$ cat src/rtl/pll_lock_supervisor_if.sv
// pll_lock_supervisor_if: lock, retry and reset signals between the PLL wrapper, the supervisor and the domain reset synchronisers
interface pll_lock_supervisor_if #(parameter int N_DOMAINS = 3);
   logic                 pll_lock_in;
   logic                 force_relock;
   logic                 pll_rst;
   logic [N_DOMAINS-1:0] domain_rst;
   logic                 locked_ok;
   logic                 fail;
   logic [3:0]           retry_cnt;
   modport master (
      input  pll_lock_in, force_relock,
      output pll_rst, domain_rst, locked_ok, fail, retry_cnt
   );
   modport slave (
      output pll_lock_in, force_relock,
      input  pll_rst, domain_rst, locked_ok, fail, retry_cnt
   );
endinterface

$ cat src/rtl/pll_lock_supervisor.sv
// pll_lock_supervisor: PLL reset pulse, lock qualification with retries, and staged release of downstream domain resets
module pll_lock_supervisor #(
   parameter int N_DOMAINS        = 3,
   parameter int RST_PULSE_CYC    = 16,
   parameter int LOCK_TIMEOUT_CYC = 1000000,
   parameter int LOCK_STABLE_CYC  = 1024,
   parameter int STAGE_GAP_CYC    = 64,
   parameter int MAX_RETRY        = 7
) (
   input logic                   clkin1,
   input logic                   rst,
   pll_lock_supervisor_if.master bus
);
   localparam int MAX_AB = RST_PULSE_CYC > LOCK_TIMEOUT_CYC ? RST_PULSE_CYC : LOCK_TIMEOUT_CYC;
   localparam int MAX_CD = LOCK_STABLE_CYC > STAGE_GAP_CYC ? LOCK_STABLE_CYC : STAGE_GAP_CYC;
   localparam int CW = $clog2(MAX_AB > MAX_CD ? MAX_AB : MAX_CD);

   typedef enum logic [2:0] {RESET_PLL, WAIT_LOCK, STABLE, RELEASE, RUN, FAIL} state_t;

   state_t        state;
   logic [CW-1:0] cnt;
   logic          s1;
   logic          lk;
   logic          restart;
   logic          attempt_failed;
   logic          give_up;
   logic [3:0]    retry_nxt;

   // A fresh sequence (retry budget cleared) starts on a relock request or on lock loss after full release
   assign restart = (bus.force_relock && state != RESET_PLL) || (state == RUN && !lk);
   assign attempt_failed = !lk && (state == STABLE || state == RELEASE ||
                                   (state == WAIT_LOCK && cnt == CW'(LOCK_TIMEOUT_CYC - 1)));
   assign retry_nxt = (bus.retry_cnt < 4'(MAX_RETRY)) ? bus.retry_cnt + 4'd1 : bus.retry_cnt;
   assign give_up = retry_nxt == 4'(MAX_RETRY);

   // Two-flop synchroniser for the lock, which is asynchronous to the reference clock
   always_ff @(posedge clkin1 or posedge rst)
      if (rst) {lk, s1} <= 2'b00;
      else     {lk, s1} <= {s1, bus.pll_lock_in};

   // Sequencer: PLL reset pulse, lock wait, stability qualification, staged release, run and fail
   always_ff @(posedge clkin1 or posedge rst)
      if (rst) begin
         state          <= RESET_PLL;
         cnt            <= '0;
         bus.pll_rst    <= 1'b1;
         bus.domain_rst <= '1;
         bus.locked_ok  <= 1'b0;
         bus.fail       <= 1'b0;
         bus.retry_cnt  <= 4'd0;
      end else if (restart) begin
         state          <= RESET_PLL;
         cnt            <= '0;
         bus.pll_rst    <= 1'b1;
         bus.domain_rst <= '1;
         bus.locked_ok  <= 1'b0;
         bus.fail       <= 1'b0;
         bus.retry_cnt  <= 4'd0;
      end else if (attempt_failed) begin
         state          <= give_up ? FAIL : RESET_PLL;
         cnt            <= '0;
         bus.pll_rst    <= !give_up;
         bus.domain_rst <= '1;
         bus.fail       <= give_up;
         bus.retry_cnt  <= retry_nxt;
      end else begin
         cnt <= cnt + 1'b1;
         case (state)
            RESET_PLL: if (cnt == CW'(RST_PULSE_CYC - 1)) begin
               state       <= WAIT_LOCK;
               cnt         <= '0;
               bus.pll_rst <= 1'b0;
            end
            WAIT_LOCK: if (lk) begin
               state <= STABLE;
               cnt   <= '0;
            end
            STABLE: if (cnt == CW'(LOCK_STABLE_CYC - 1)) begin
               state          <= RELEASE;
               cnt            <= '0;
               bus.domain_rst <= bus.domain_rst << 1;
            end
            RELEASE: if (bus.domain_rst == '0) begin
               state         <= RUN;
               cnt           <= '0;
               bus.locked_ok <= 1'b1;
            end else if (cnt == CW'(STAGE_GAP_CYC - 1)) begin
               cnt            <= '0;
               bus.domain_rst <= bus.domain_rst << 1;
            end
            RUN:     cnt <= '0;
            FAIL:    cnt <= '0;
            default: state <= RESET_PLL;
         endcase
      end
endmodule

$ cat src/flat_wrapper.sv
// flat-port wrapper written by rule: the top's interface ports become plain ports
module pll_lock_supervisor_flat 
#(
   parameter int N_DOMAINS        = 3,
   parameter int RST_PULSE_CYC    = 16,
   parameter int LOCK_TIMEOUT_CYC = 1000000,
   parameter int LOCK_STABLE_CYC  = 1024,
   parameter int STAGE_GAP_CYC    = 64,
   parameter int MAX_RETRY        = 7
)
  (clkin1, rst, bus_pll_lock_in, bus_force_relock, bus_pll_rst, bus_domain_rst, bus_locked_ok, bus_fail, bus_retry_cnt);
  pll_lock_supervisor_if #(.N_DOMAINS(N_DOMAINS)) bus_i ();
  input logic clkin1;
  input logic rst;
  input wire logic [$bits(bus_i.pll_lock_in)-1:0] bus_pll_lock_in;
  input wire logic [$bits(bus_i.force_relock)-1:0] bus_force_relock;
  output wire logic [$bits(bus_i.pll_rst)-1:0] bus_pll_rst;
  output wire logic [$bits(bus_i.domain_rst)-1:0] bus_domain_rst;
  output wire logic [$bits(bus_i.locked_ok)-1:0] bus_locked_ok;
  output wire logic [$bits(bus_i.fail)-1:0] bus_fail;
  output wire logic [$bits(bus_i.retry_cnt)-1:0] bus_retry_cnt;
  assign bus_i.pll_lock_in = bus_pll_lock_in;
  assign bus_i.force_relock = bus_force_relock;
  assign bus_pll_rst = bus_i.pll_rst;
  assign bus_domain_rst = bus_i.domain_rst;
  assign bus_locked_ok = bus_i.locked_ok;
  assign bus_fail = bus_i.fail;
  assign bus_retry_cnt = bus_i.retry_cnt;
  pll_lock_supervisor #(.N_DOMAINS(N_DOMAINS), .RST_PULSE_CYC(RST_PULSE_CYC), .LOCK_TIMEOUT_CYC(LOCK_TIMEOUT_CYC), .LOCK_STABLE_CYC(LOCK_STABLE_CYC), .STAGE_GAP_CYC(STAGE_GAP_CYC), .MAX_RETRY(MAX_RETRY)) u_core (.clkin1(clkin1), .rst(rst), .bus(bus_i));
endmodule
$ cat config.mk
export PLATFORM = sky130hd
export DESIGN_NAME = pll_lock_supervisor_flat
export DESIGN_NICKNAME = d
export VERILOG_FILES = /design/src/rtl/pll_lock_supervisor_if.sv /design/src/rtl/pll_lock_supervisor.sv /design/src/flat_wrapper.sv
export SDC_FILE = /design/constraint.sdc
export NUM_CORES = 1
export LEC_CHECK = 0
export CORE_MARGIN = 2
export CORE_UTILIZATION = 58
export CTS_CLUSTER_SIZE = 16
export DETAILED_ROUTE_END_ITERATION = 12
export PLACE_DENSITY_LB_ADDON = 0.2
export SYNTH_ARGS = -nofsm -noshare
export SYNTH_HDL_FRONTEND = slang
export SYNTH_SLANG_ARGS = --single-unit
export TNS_END_PERCENT = 1
$ cat constraint.sdc
create_clock -name clkin1 -period 2.26 [get_ports clkin1]
set_input_delay 0.678 -clock clkin1 [delete_from_list [all_inputs] [get_ports clkin1]]
set_output_delay 0.678 -clock clkin1 [all_outputs]
set_load 0.005 [all_outputs]
After elaboration in Yosys (flattened, before gate mapping) --
Cells that the tools add are included.
Storage, ports and cells: flip-flop bits (word level) 35, bits of input ports 4, output and inout bits 10, word-level logic and storage cells 88
Operators by class: add/sub/neg operators 2, order comparisons 1, equality and inequality tests 18, mux-type cells 35, reduce and logical (&&, ||, !) cells 23
Operators by type and width (count):
- $mux 20 | 7
- $pmux 20 s5 | 1
- $mux 3 | 12
- $add 20x1->20 const B | 1
- $eq 20x10->1 const B | 1
- $eq 20x20->1 const B | 1
- $eq 20x4->1 const B | 1
- $eq 20x6->1 const B | 1
- $ne 4x2->1 const B | 4
- $pmux 3 s5 | 1
- $mux 4 | 3
- $mux 1 | 10
- $reduce_bool 3->1 | 3
- $ne 4x1->1 const B | 2
- $eq 3x2->1 const B | 2
- $eq 3x3->1 const B | 2
- $logic_not 3->1 | 2
- $pmux 3 s2 | 1
- $reduce_bool 2->1 | 3
- $reduce_and 5->1 | 1
- $add 4x1->4 const B | 1
- $eq 4x3->1 const B | 1
- $logic_and 1x1->1 | 4
- $lt 4x3->1 const B | 1
- other kinds (10) | 13

Depth between registers and ports, before layout --
Gate-level depths: netlist of the first run.
word-level depth 6, gate-level depth with buffers 8, mapped depth without buffers 6

Worst setup path before layout of the first run --
Ideal clock, no wire load.
path type register -> register, from register u_core.cnt[0], to register u_core.cnt[10], setup time 0.136 ns, arrival 1.849 ns, required time 2.124 ns, path slack 0.275 ns, cell stages (with the launch flop) 8, buffers on the path 2, period minus slack after synthesis 1.985 ns, cell sequence dfrtp_1 > ha_1 > and3_1 > clkbuf_1 > nand4_1 > o211ai_1 > clkbuf_1 > nor3_1
Between the ends: word-level cells in the longest chain between the ends 6, elaborated cells on any way between the ends 16, classes of those cells add/sub (1); eq/ne (4); mux (8); reduce/logical (3)
Ends and longest elaborated chain:
- start, declared | RTL line pll_lock_supervisor.sv:21 | logic [CW-1:0] cnt;
- start signal, assigned | RTL line pll_lock_supervisor.sv:67 | cnt <= cnt + 1'b1;
- $add 20x1->20 (tied with other cells) | RTL line pll_lock_supervisor.sv:67
- $mux 20 or $logic_and 1x1->1 (tied branches) | RTL line pll_lock_supervisor.sv:87, pll_lock_supervisor.sv:32
- $mux 20 or $logic_or 1x1->1 (tied branches) | RTL line pll_lock_supervisor.sv:83, pll_lock_supervisor.sv:31
- $pmux 20 s5 or $logic_and 1x1->1 (tied branches) | RTL line pll_lock_supervisor.sv:68, pll_lock_supervisor.sv:31
- $mux 20 * | RTL line pll_lock_supervisor.sv:59 | end else if (attempt_failed) begin
- $mux 20 * | RTL line pll_lock_supervisor.sv:51 | end else if (restart) begin
Every way passes the cells marked *; elsewhere a longest branch is shown, timed or not. A chain may end at the register's enable or synchronous reset.

Worst setup path in the final report of the first run --
from register u_core.cnt[12], to register u_core.bus.domain_rst[0]
Between the ends: word-level cells in the longest chain between the ends 6, elaborated cells on any way between the ends 13, classes of those cells eq/ne (6); mux (2); reduce/logical (5)
Ends and longest elaborated chain:
- $eq 20x20->1 | RTL line pll_lock_supervisor.sv:32 | (state == WAIT_LOCK && cnt == CW'(LOCK_TIMEOUT_CYC - 1)));
- $logic_and 1x1->1 | RTL line pll_lock_supervisor.sv:32
- $logic_or 1x1->1 | RTL line pll_lock_supervisor.sv:31 | assign attempt_failed = !lk && (state == STABLE || state == RELEASE ||
- $logic_and 1x1->1 | RTL line pll_lock_supervisor.sv:31
- $ne 4x2->1 (no line) (tied with other cells)
- $reduce_and 4->1 (no line) or $mux 3 (tied branches)
- end signal, assigned | RTL line pll_lock_supervisor.sv:81 | bus.domain_rst <= bus.domain_rst << 1;
- end signal, assigned | RTL line pll_lock_supervisor.sv:89 | bus.domain_rst <= bus.domain_rst << 1;
- end, declared | RTL line pll_lock_supervisor_if.sv:12 | output pll_rst, domain_rst, locked_ok, fail, retry_cnt
Several ways; a longest one is shown, not always the timed one.

==> results.txt, run 1 <==
----------------------------------------------------
[Run status]
  Run status ... completed

[STA]
  Least-Margin Pin Slew ... 431 ps
  Final count of hold timing violations ... 0
  Count of endpoints failing setup in the final report ... 0
  Max Slew Vio Count ... 0
  Skew final ... 15.6 ps
  Post-layout minimum cycle time ... 2130 ps
  Worst slew margin relative to its limit ... 71.3%
  Setup repair after global routing missed its margin ... false
  Setup Total Neg Slack ... 0 ps
  Post-route fraction of the period consumed by the critical path ... 94.1%
  Peak clock frequency supported by timing ... 0.470 GHz

[Layout]
  Final core utilization ... 70.3%
  Final-layout fill cell count ... 251
  Relative area change from synthesis to final layout ... 13.6%
  Share of cells above drive strength 1 ... 12.0%
  Number of nets in the layout ... 222
  Diode count ... 0

[Setup path]
  Required arrival time at the worst endpoint ... 2540 ps
  Endpoint arrival time on the critical path ... 2410 ps
  Maximum fanout along the worst path ... 6
  Capturing element type of the critical path ... flip-flop
  Class of the most critical setup path ... flip-flop to flip-flop
  Kind of start point of the critical path ... flip-flop
  RR Endpoint ... u_core.bus.domain_rst[0]
  Launching point of the worst reg2reg path ... u_core.cnt[12]
  Worst r2r path cells ... 5
  Setup slack of the worst register-to-register path ... 130 ps

[Clocking]
  H-Tree Depth ... 2
  TritonCTS clock tree ... done
  Clock sinks ... 35
  Clock slew seen by the registers of the worst setup and hold paths ... 110 ps
  Cell at the root of the clock tree ... clkbuf_4
  CTS Buf Count ... 5
  Number of buffers added to fix hold violations after cts ... 0
  Maximum clock path buffer count ... 2
  Clock latency on the worst-skew pair ... 350 ps

[Synth]
  Dominant cell type by area after synthesis ... dfrtp_1
  Number of distinct library cell variants in the gate-level netlist after synthesis ... 46
  Syn nets ... 205
  Simple-Gate Fraction of Synth Area ... 28.7%
  Area of the mapped netlist ... 0.00190 mm^2
  Synthesized area per cell ... 9.57 um^2
  Top-area cell type share of the netlist area ... 40.7%
  Most frequently used flop master after synthesis ... dfrtp_1
  FF+latch count, synth ... 35
  Multiplexer fraction of the synthesized cell area ... 1.05%
  Top area cells in the synthesized netlist ... dfrtp_1, nor3_1, dfstp_2
  Compound-cell area share of the yosys netlist ... 10.8%
  Fraction of the yosys area taken by sequential cells ... 46.3%
  Area share of xor/xnor cells in the synthesized design ... 8.74%
  Top cells by instance count after synthesis ... dfrtp_1, nor3_1, nand2_1, nor2_1, xor2_1
  Most numerous cell in the Yosys netlist ... dfrtp_1
  Asr flop ratio synth ... 100%
  Adder and majority gate portion of the synthesized area ... 1.31%
  Cell count after synthesis ... 199
  Yosys Warn Count ... 0
  Number of synthesized flops with an enable pin ... 0
  Dominant combinational cell family by area after synthesis ... simple AND/OR/NAND/NOR gates

[Floorplanning]
  Io pins ... 14
  Starting density of the core ... 61.9%
  Total number of placement rows ... 20
  Overall die area ... 0.00376 mm^2
  Die W ... 61.3 um
  Core Box Area ... 0.00308 mm^2
  Vertical die dimension ... 61.3 um

[GRT]
  Overall global routing resource usage ... 25.7%
  Remaining global-route overflow ... 0
  First-pass GRT wire length ... 7.18 mm
  Number of global-route vias before repair ... 1,594
  Number of antenna violations at the first check in global routing ... 0
  Largest net degree at the start of global routing ... 36

[Place]
  Count of buffers from port buffering ... 13
  Post-detail-place hpwl ... 2.87 mm
  RD Place Congestion ... 1.02

[Drt]
  Post-route DRC ... 0
  Count of routing violations after the opening detailed-route iteration ... 118
  DR pass1 iterations ... 4
  Total via count in the routed design ... 1,607
  Post-detailed-routing wire length ... 4.06 mm
  Remaining antenna violation count ... 0
  Detailed-route vias per instance ... 6.16
  Post-DR wirelength/cell ... 15.6 um

[Flow run]
  Reported max-cap violation count ... 0

[Hold path]
  HP Class ... flip-flop to flip-flop
  Start point of the worst hold path ... u_core.s1
  Worst hold stages ... 0
  Worst Hold Path EP ... u_core.lk

[Pwr]
  Highest ir drop seen on vdd ... 0.503 mV
  Leak Pwr ... 0.000888 uW
  Pwr Density ... 913 mW/mm^2

----------------------------------------------------
## layer usage
metal  wire length (um)  part of all wire, %  GRT usage [%]  vias to the layer above
li1                   -                    -              -                      764
met1               1800                   44           34.4                      796
met2               2050                   50           41.9                       42
met3                168                  4.1           5.88                        5
met4                 44                  1.1           7.14                        0
met5                  0                    0              0                        -
## cell usage in the layout (no fill, tap or decap), types with 2 or more instances in the layout
cell type        netlist  final
a21oi_1                6      6
a31oi_1                5      5
and3_1                 6      5
and4_1                 4      3
buf_4                  1      6
clkbuf_1               3      2
clkbuf_4               0      5
clkdlybuf4s50_1        0     13
dfrtp_1               31     31
dfstp_2                4      4
ha_1                   2      2
inv_1                  4      4
mux2i_1                2      2
nand2_1               13     13
nand3_1                9      9
nand4_1                7      7
nor2_1                13     13
nor2b_1                3      3
nor3_1                27     27
nor4_2                 1      2
o211ai_1               2      2
o21ai_0                5      5
o21ai_1                3      3
or3_1                  3      3
xnor2_1                9      9
xor2_1                10     10
## metrics by stage
| step | hold WS, ps | setup WS [ps] | std cells | cell area [um^2] | total power [uW] |
|---|---|---|---|---|---|
| 2_1_floorplan | 331 | 275 | 199 | 1900 | 1360 |
| 3_3_place_gp | 332 | -84.6 | 253 | 2090 | 1570 |
| 3_5_place_dp | 361 | -95.2 | 253 | 2090 | 1610 |
| 4_1_cts | 382 | 86.1 | 261 | 2140 | 1940 |
| 5_1_grt | 384 | 31.1 | 261 | 2160 | 2110 |
| 6_report | 368 | 134 | 261 | 2160 | 1980 |
## worst max path at each step
stage | endpoint | startpoint | slack [ps] | cells after the start
6_report | u_core.bus.domain_rst[0] | u_core.cnt[12] | 130 | 5
5_1_grt | u_core.bus.domain_rst[1] | u_core.cnt[12] | 30 | 5
4_1_cts | u_core.cnt[16] | u_core.cnt[0] | 90 | 6
3_5_place_dp | u_core.cnt[16] | u_core.cnt[0] | -100 | 6
3_3_place_gp | u_core.cnt[1] | u_core.cnt[4] | -80 | 5
2_1_floorplan | u_core.cnt[10] | u_core.cnt[0] | 270 | 7
## cell families after synthesis
logic type               Yosys count
AND/OR/NAND/NOR                   97
flip-flops                        35
AO/OA/AOI/OAI                     31
XOR/XNOR                          19
buffers and inverters             13
multiplexers                       2
adder cells (fa/ha/maj)            2
## flip-flops by register name, summed over array words and instances, names as in the netlist
signal and flops:
u_core.state 3, u_core.s1 1, u_core.bus.fail 1, u_core.cnt 20
u_core.bus.domain_rst 3, u_core.bus.locked_ok 1, u_core.bus.retry_cnt 4, u_core.lk 1
u_core.bus.pll_rst 1
## timing repair
item | CTS | global route
endpoints found under the setup margin | 20 | 25
buffers inserted | 0 | 0
gates resized for setup | 1 | 4
## critical path, cell delays in order (launching register included)
cell and delay, ps:
dfrtp_1 430, nor3_1 340, nand4_2 290, o31a_1 360, or4_4 450, a21o_1 200
## power by group
| part | internal, uW | switching, uW |
|---|---|---|
| Combinational | 345 | 484 |
| Clock | 121 | 207 |
| Sequential | 713 | 104 |
| Total | 1180 | 796 |
## layout make-up
cell class	instances	area (um^2)	area share [%]
multi-input cells	151	987	45.6
flip-flops and latches	35	881	40.7
repair buffers	19	175	8.10
well taps	44	55.1	2.54
clock buffers	7	45.0	2.08
inverters	4	15.0	0.694
clock inverters	1	5.00	0.231
No activity file was read; power rests on OpenSTA's default activity.
==> inputs of run 2 (changes only) <==
--- a/config.mk
+++ b/config.mk
@@ -10,6 +10,7 @@
 export CTS_CLUSTER_SIZE = 16
 export DETAILED_ROUTE_END_ITERATION = 12
 export PLACE_DENSITY_LB_ADDON = 0.2
+export SLEW_MARGIN = 25
 export SYNTH_ARGS = -nofsm -noshare
 export SYNTH_HDL_FRONTEND = slang
 export SYNTH_SLANG_ARGS = --single-unit
==> results of run 2 <==
No change in the layout: final DEF, timing and power equal those of run 1.
==> inputs of run 3 (changes only) <==
==> constraint.sdc (replaced) <==
create_clock -name clkin1 -period 2.26 [get_ports clkin1]
set_input_delay 0.678 -clock clkin1 [delete_from_list [all_inputs] [get_ports clkin1]]
set_output_delay 0.678 -clock clkin1 [all_outputs]
set_load 0.02 [all_outputs]
==> results of run 3 <==
The final DEF is identical to that of run 1. Status: completed.
Main changes from that run: setup slack after layout 134 ps -> 75.2 ps; start point of the critical path u_core.cnt[12] -> u_core.bus.domain_rst[0]; end point of the critical path u_core.bus.domain_rst[0] -> bus_domain_rst[0]; total power 1980 uW -> 2010 uW
